## src/rtl/uart_cmd_rx.sv

```systemverilog
// rtl/uart_cmd_rx.sv - 8N1 UART receiver and ASCII drive/difficulty command decoder
// Optional link watchdog enabled by defining CMD_RX_WATCHDOG_EN.
module uart_cmd_rx #(
    parameter int CLK_FREQ        = 50_000_000,
    parameter int BAUD            = 9600,
    parameter int WATCHDOG_CYCLES = 25_000_000
) (
    input  logic       clk,
    input  logic       reset_n,
    input  logic       uart_in,
    output logic [2:0] cmd,
    output logic [2:0] difficulty,
    output logic       cmd_valid,
    input  logic       cmd_ready,
    output logic       frame_err,
    output logic       bad_cmd,
    output logic       overrun,
    output logic       timeout
);
    localparam int CPB = CLK_FREQ / BAUD;
    localparam int HALF = CPB / 2;
    localparam int CW = $clog2(CPB + 1);
    localparam logic [CW-1:0] CPB_LAST = CW'(CPB - 1);
    localparam logic [CW-1:0] HALF_LAST = CW'(HALF - 1);

    if (CPB < 4 || WATCHDOG_CYCLES < 1) begin : g_param_check
        $error("uart_cmd_rx: CLK_FREQ/BAUD must be >= 4 and WATCHDOG_CYCLES >= 1");
    end

    typedef enum logic [2:0] {IDLE, START, DATA, STOP, DECODE} state_t;

    state_t        state;
    logic          sync1, sync2, rx_d;
    logic [CW-1:0] cnt;
    logic [2:0]    bit_idx;
    logic [7:0]    shreg;

    logic       dec_drive, dec_digit, dec_ok;
    logic [2:0] dec_cmd, dec_diff;
    logic       load_cmd;
    logic [2:0] load_val;
    logic       wd_fire;

    always_comb begin
        dec_drive = 1'b1;
        dec_digit = 1'b0;
        dec_cmd   = 3'd0;
        dec_diff  = 3'd1;
        case (shreg)
            8'h53: dec_cmd = 3'd0;
            8'h46: dec_cmd = 3'd1;
            8'h42: dec_cmd = 3'd2;
            8'h4C: dec_cmd = 3'd3;
            8'h52: dec_cmd = 3'd4;
            8'h31, 8'h32, 8'h33, 8'h34, 8'h35: begin
                dec_drive = 1'b0;
                dec_digit = 1'b1;
                dec_diff  = shreg[2:0];
            end
            default: dec_drive = 1'b0;
        endcase
        dec_ok = dec_drive | dec_digit;
    end

`ifdef CMD_RX_WATCHDOG_EN
    localparam int WW = $clog2(WATCHDOG_CYCLES + 1);
    localparam logic [WW-1:0] WD_LAST = WW'(WATCHDOG_CYCLES - 1);
    logic [WW-1:0] wd_cnt;

    // A successful decode in the same cycle takes priority over expiry.
    assign wd_fire = (wd_cnt == WD_LAST) && !(state == DECODE && dec_ok);

    always_ff @(posedge clk) begin
        if (!reset_n)
            wd_cnt <= '0;
        else if ((state == DECODE && dec_ok) || wd_fire)
            wd_cnt <= '0;
        else
            wd_cnt <= wd_cnt + 1'b1;
    end
`else
    assign wd_fire = 1'b0;
`endif

    always_comb begin
        load_cmd = 1'b0;
        load_val = 3'd0;
        if (state == DECODE && dec_drive) begin
            load_cmd = 1'b1;
            load_val = dec_cmd;
        end else if (wd_fire) begin
            load_cmd = 1'b1;
        end
    end

    always_ff @(posedge clk) begin
        if (!reset_n) begin
            state      <= IDLE;
            sync1      <= 1'b1;
            sync2      <= 1'b1;
            rx_d       <= 1'b1;
            cnt        <= '0;
            bit_idx    <= 3'd0;
            shreg      <= 8'd0;
            cmd        <= 3'd0;
            difficulty <= 3'd1;
            cmd_valid  <= 1'b0;
            frame_err  <= 1'b0;
            bad_cmd    <= 1'b0;
            overrun    <= 1'b0;
            timeout    <= 1'b0;
        end else begin
            sync1     <= uart_in;
            sync2     <= sync1;
            rx_d      <= sync2;
            frame_err <= 1'b0;
            bad_cmd   <= 1'b0;
            overrun   <= 1'b0;
            timeout   <= wd_fire;

            // A load during a handshake cycle replaces the consumed command silently.
            if (load_cmd) begin
                cmd       <= load_val;
                cmd_valid <= 1'b1;
                overrun   <= cmd_valid && !cmd_ready;
            end else if (cmd_valid && cmd_ready) begin
                cmd_valid <= 1'b0;
            end

            case (state)
                IDLE: begin
                    // Edge detect means a line held low after a framing error never re-arms.
                    if (rx_d && !sync2) begin
                        state <= START;
                        cnt   <= '0;
                    end
                end
                START: begin
                    if (cnt == HALF_LAST) begin
                        cnt     <= '0;
                        bit_idx <= 3'd0;
                        state   <= sync2 ? IDLE : DATA;
                    end else begin
                        cnt <= cnt + 1'b1;
                    end
                end
                DATA: begin
                    if (cnt == CPB_LAST) begin
                        cnt     <= '0;
                        shreg   <= {sync2, shreg[7:1]};
                        bit_idx <= bit_idx + 1'b1;
                        if (bit_idx == 3'd7)
                            state <= STOP;
                    end else begin
                        cnt <= cnt + 1'b1;
                    end
                end
                STOP: begin
                    if (cnt == CPB_LAST) begin
                        cnt <= '0;
                        if (sync2) begin
                            state <= DECODE;
                        end else begin
                            frame_err <= 1'b1;
                            state     <= IDLE;
                        end
                    end else begin
                        cnt <= cnt + 1'b1;
                    end
                end
                DECODE: begin
                    state   <= IDLE;
                    bad_cmd <= !dec_ok;
                    if (dec_digit)
                        difficulty <= dec_diff;
                end
                default: state <= IDLE;
            endcase
        end
    end
endmodule
```

## config.mk

```make
export PLATFORM = sky130hd
export DESIGN_NAME = uart_cmd_rx
export DESIGN_NICKNAME = d
export VERILOG_FILES = /design/src/rtl/uart_cmd_rx.sv
export SDC_FILE = /design/constraint.sdc
export NUM_CORES = 1
export LEC_CHECK = 0
export ABC_AREA = 1
export ABC_CLOCK_PERIOD_IN_PS = 1780
export BUFFER_PORTS_ARGS = -buffer_cell sky130_fd_sc_hd__buf_2
export CORE_MARGIN = 8
export CORE_UTILIZATION = 59
export DETAILED_ROUTE_END_ITERATION = 10
export PLACE_DENSITY = 0.78
export SLEW_MARGIN = 10
export SYNTH_ARGS = -nofsm -noshare
export SYNTH_HDL_FRONTEND = slang
export SYNTH_SLANG_ARGS = --single-unit
```

## constraint.sdc

```tcl
create_clock -name clk -period 1.78 [get_ports clk]
set_input_delay 0.356 -clock clk [delete_from_list [all_inputs] [get_ports clk]]
set_output_delay 0.356 -clock clk [all_outputs]
set_load 0.02 [all_outputs]
```

==> out/qor.yml <==
run_status:
  status: "finished clean"
synth:
  synth_top_area_share_pct: 38.8
  async_flop_share_pct: 0
  synth_edf_count: 0
  ys.flop_type: "dfxtp_1"
  synth_seq_area_share_pct: 38.8
  syn-cell-area_sq_mm: 0.00207
  syn_nets: 290
  synth_most_common_cell: "nand2_1"
  synth_common_cells: "nand2_1, dfxtp_1, inv_1, a21oi_1, nor2_1"
  yosysUniqueCellTypes: 31
  avgSynthCellArea_sq_um: 7.30
  synth_top_area_cell: "dfxtp_1"
  ys_warn_count: 0
  syn_inst: 283
  ys_ff_latch: 40
  synthTopCellsByArea: "dfxtp_1, nand2_1, a21oi_1"
setup_path:
  reg2reg_setup_slack_ps: 120
  startpoint: "cnt[1]$_SDFFE_PN0P_"
  worstReg2RegEnd: "cnt[12]$_SDFFE_PN0P_"
  cp-start-kind: "register"
  path_class: "register to register"
  worstReg2RegStart: "cnt[1]$_SDFFE_PN0P_"
  r2r_cells: 10
  crit_required_ps: 2020
  critPathMaxFanout: 7
  critPathCapture: "cnt[12]$_SDFFE_PN0P_"
  cp-end-kind: "register"
  crit_arrival_ps: 1900
global_route:
  overflow: 0
  grt_usage_pct: 16.5
  grt_max_degree: 19
  first_global_vias: 1715
  antenna_found_initial: 0
  grt_pass1_wl_um: 7290
pwr:
  p_leak_nw: 0.851
  peakVddDrop_mv: 0.582
  p_per_area_mw_per_mm2: 1040
clock_network:
  h-tree-depth: 2
  path_clk_slew_ps: 120
  cts_sinks: 40
  cts_tree: "built"
  cts_buffers: 5
  clock_latency_ps: 330
  cts-root-buf: "clkbuf_4"
  clk_path_buf_depth: 2
  post_cts_buffers: 0
floorplan:
  rows: 21
  io_pins: 15
  design.die.area_sq_mm: 0.00565
  core_sq_mm: 0.00336
  start_util_pct: 61.4
  dieWidth_um: 75.2
  die_y_um: 75.2
final_layout:
  final_area_sq_mm: 0.00226
  syn2layout_area_growth_pct: 9.51
  n_antenna_cell: 0
  drive_gt1_share_pct: 18.3
  fin_util_pct: 67.3
  finalNonFillerCells: 347
  num-nets-final: 307
sta:
  finalCritPeriodShare_pct: 93.4
  clock-skew-final_ps: 5.52
  fin_crit_ps: 1660
  hold_viol_final: 0
  tightest_slew_ps: 534
  setup_viol: 0
  setup-tns-final_ps: 0
  rsz0062_at_grt: "no"
  drv_slew: 0
  fin_ws_ps: 118
  slew_headroom_pct: 64.3
  max_freq_mhz: 602
placement:
  place_inst: 339
  place_area_sq_mm: 0.00218
  dp_hpwl_um: 3230
  port_buffers: 13
  place_ws_ps: 139
  place.gp.congestion: 0.897
route:
  routed_wl_um: 4310
  drc_errors: 0
  drt-pass1-iter-count: 4
  drtIter0Drc: 167
  postRouteAntennaNets: 0
  wl_per_cell_um: 12.4
  vias_per_cell: 5.36
  num_vias: 1859
run:
  cap_violations: 0
worst_hold_path:
  min-delay-start: "uart_in"
  hp-class: "input port to register"
-- logic make-up after synthesis --
| logic type | synth area share (%) |
|---|---|
| flops | 38.8 |
| xor+xnor | 0.848 |
| simple gates | 37.7 |
| fa+ha+maj | 1.82 |
| buf+inv | 8.42 |
| other cells | 0.182 |
| compound gates | 12.2 |
-- registers in the layout, indices dropped and copies added (netlist names), 3 cells and up --
| name | cells |
|---|---|
| bit_idx | 3 |
| difficulty | 3 |
| shreg | 8 |
| cmd | 3 |
| cnt | 13 |
| state | 3 |
-- metrics by stage --
stage / power [mW] / hold WS [ps]
3_3_place_gp: 1.76 / 396
3_5_place_dp: 1.77 / 405
2_1_floorplan: 1.65 / 393
5_1_grt: 2.50 / 188
4_1_cts: 2.35 / 188
6_report: 2.34 / 200
-- power by group --
part / switching (mW) / total, mW / leakage [nW] / internal (mW)
registers: 0.0865 / 1.05 / 0.324 / 0.961
logic: 0.476 / 0.708 / 0.486 / 0.233
clock network: 0.296 / 0.588 / 0.0412 / 0.293
-- layout by cell type (no fill, tap or decap), drive strengths merged, types with 4 or more instances in the layout --
cell    count
o21ai      13
nand4       7
nand3      22
nor3       17
nand2      63
dfxtp      40
clkbuf      5
o211ai      4
buf        15
nor2       28
inv        39
a21oi      28
-- critical path: stages (launching register included) --
cell and delay, ps:
dfxtp_1 410, ha_2 240, nand2_1 100, nor2_1 140, nand3_2 150, nand2_1 140, nand2_2 80, inv_2 80
nand2_4 60, nand2_4 110, nor2_1 60
-- layout make-up --
class | count | area, sq um
Clock inverter | 3 | 42.5
Multi-Input combinational cell | 199 | 1100
Inverter | 39 | 146
Fill cell | 333 | 1100
Timing Repair Buffer | 15 | 80.1
Tap cell | 46 | 57.6
Clock buffer | 5 | 37.5
Sequential cell | 40 | 802
-- worst min path at each step --
stage | to | slack (ps) | cells after the start
3_5_place_dp | sync2$_SDFF_PN1_ | 410 | 1
4_1_cts | sync1$_SDFF_PN1_ | 190 | 2
2_1_floorplan | sync2$_SDFF_PN1_ | 390 | 1
3_3_place_gp | sync2$_SDFF_PN1_ | 400 | 1
6_report | sync1$_SDFF_PN1_ | 200 | 2
5_1_grt | sync1$_SDFF_PN1_ | 190 | 2
-- per-layer routing --
metal  routed length (um)  up-vias  GRT usage (%)
met1                 2030      832           19.8
met3                  210       11           4.39
met4                   81        0           4.69
met2                 1980       50           27.9
li1                     -      966              -
met5                    0        -              0
-- timing repair --
action,CTS,global route
endpoints found under the setup margin,0,1
resized for setup,0,3
hold buffers,0,0
(Power assumes the default switching activity.)
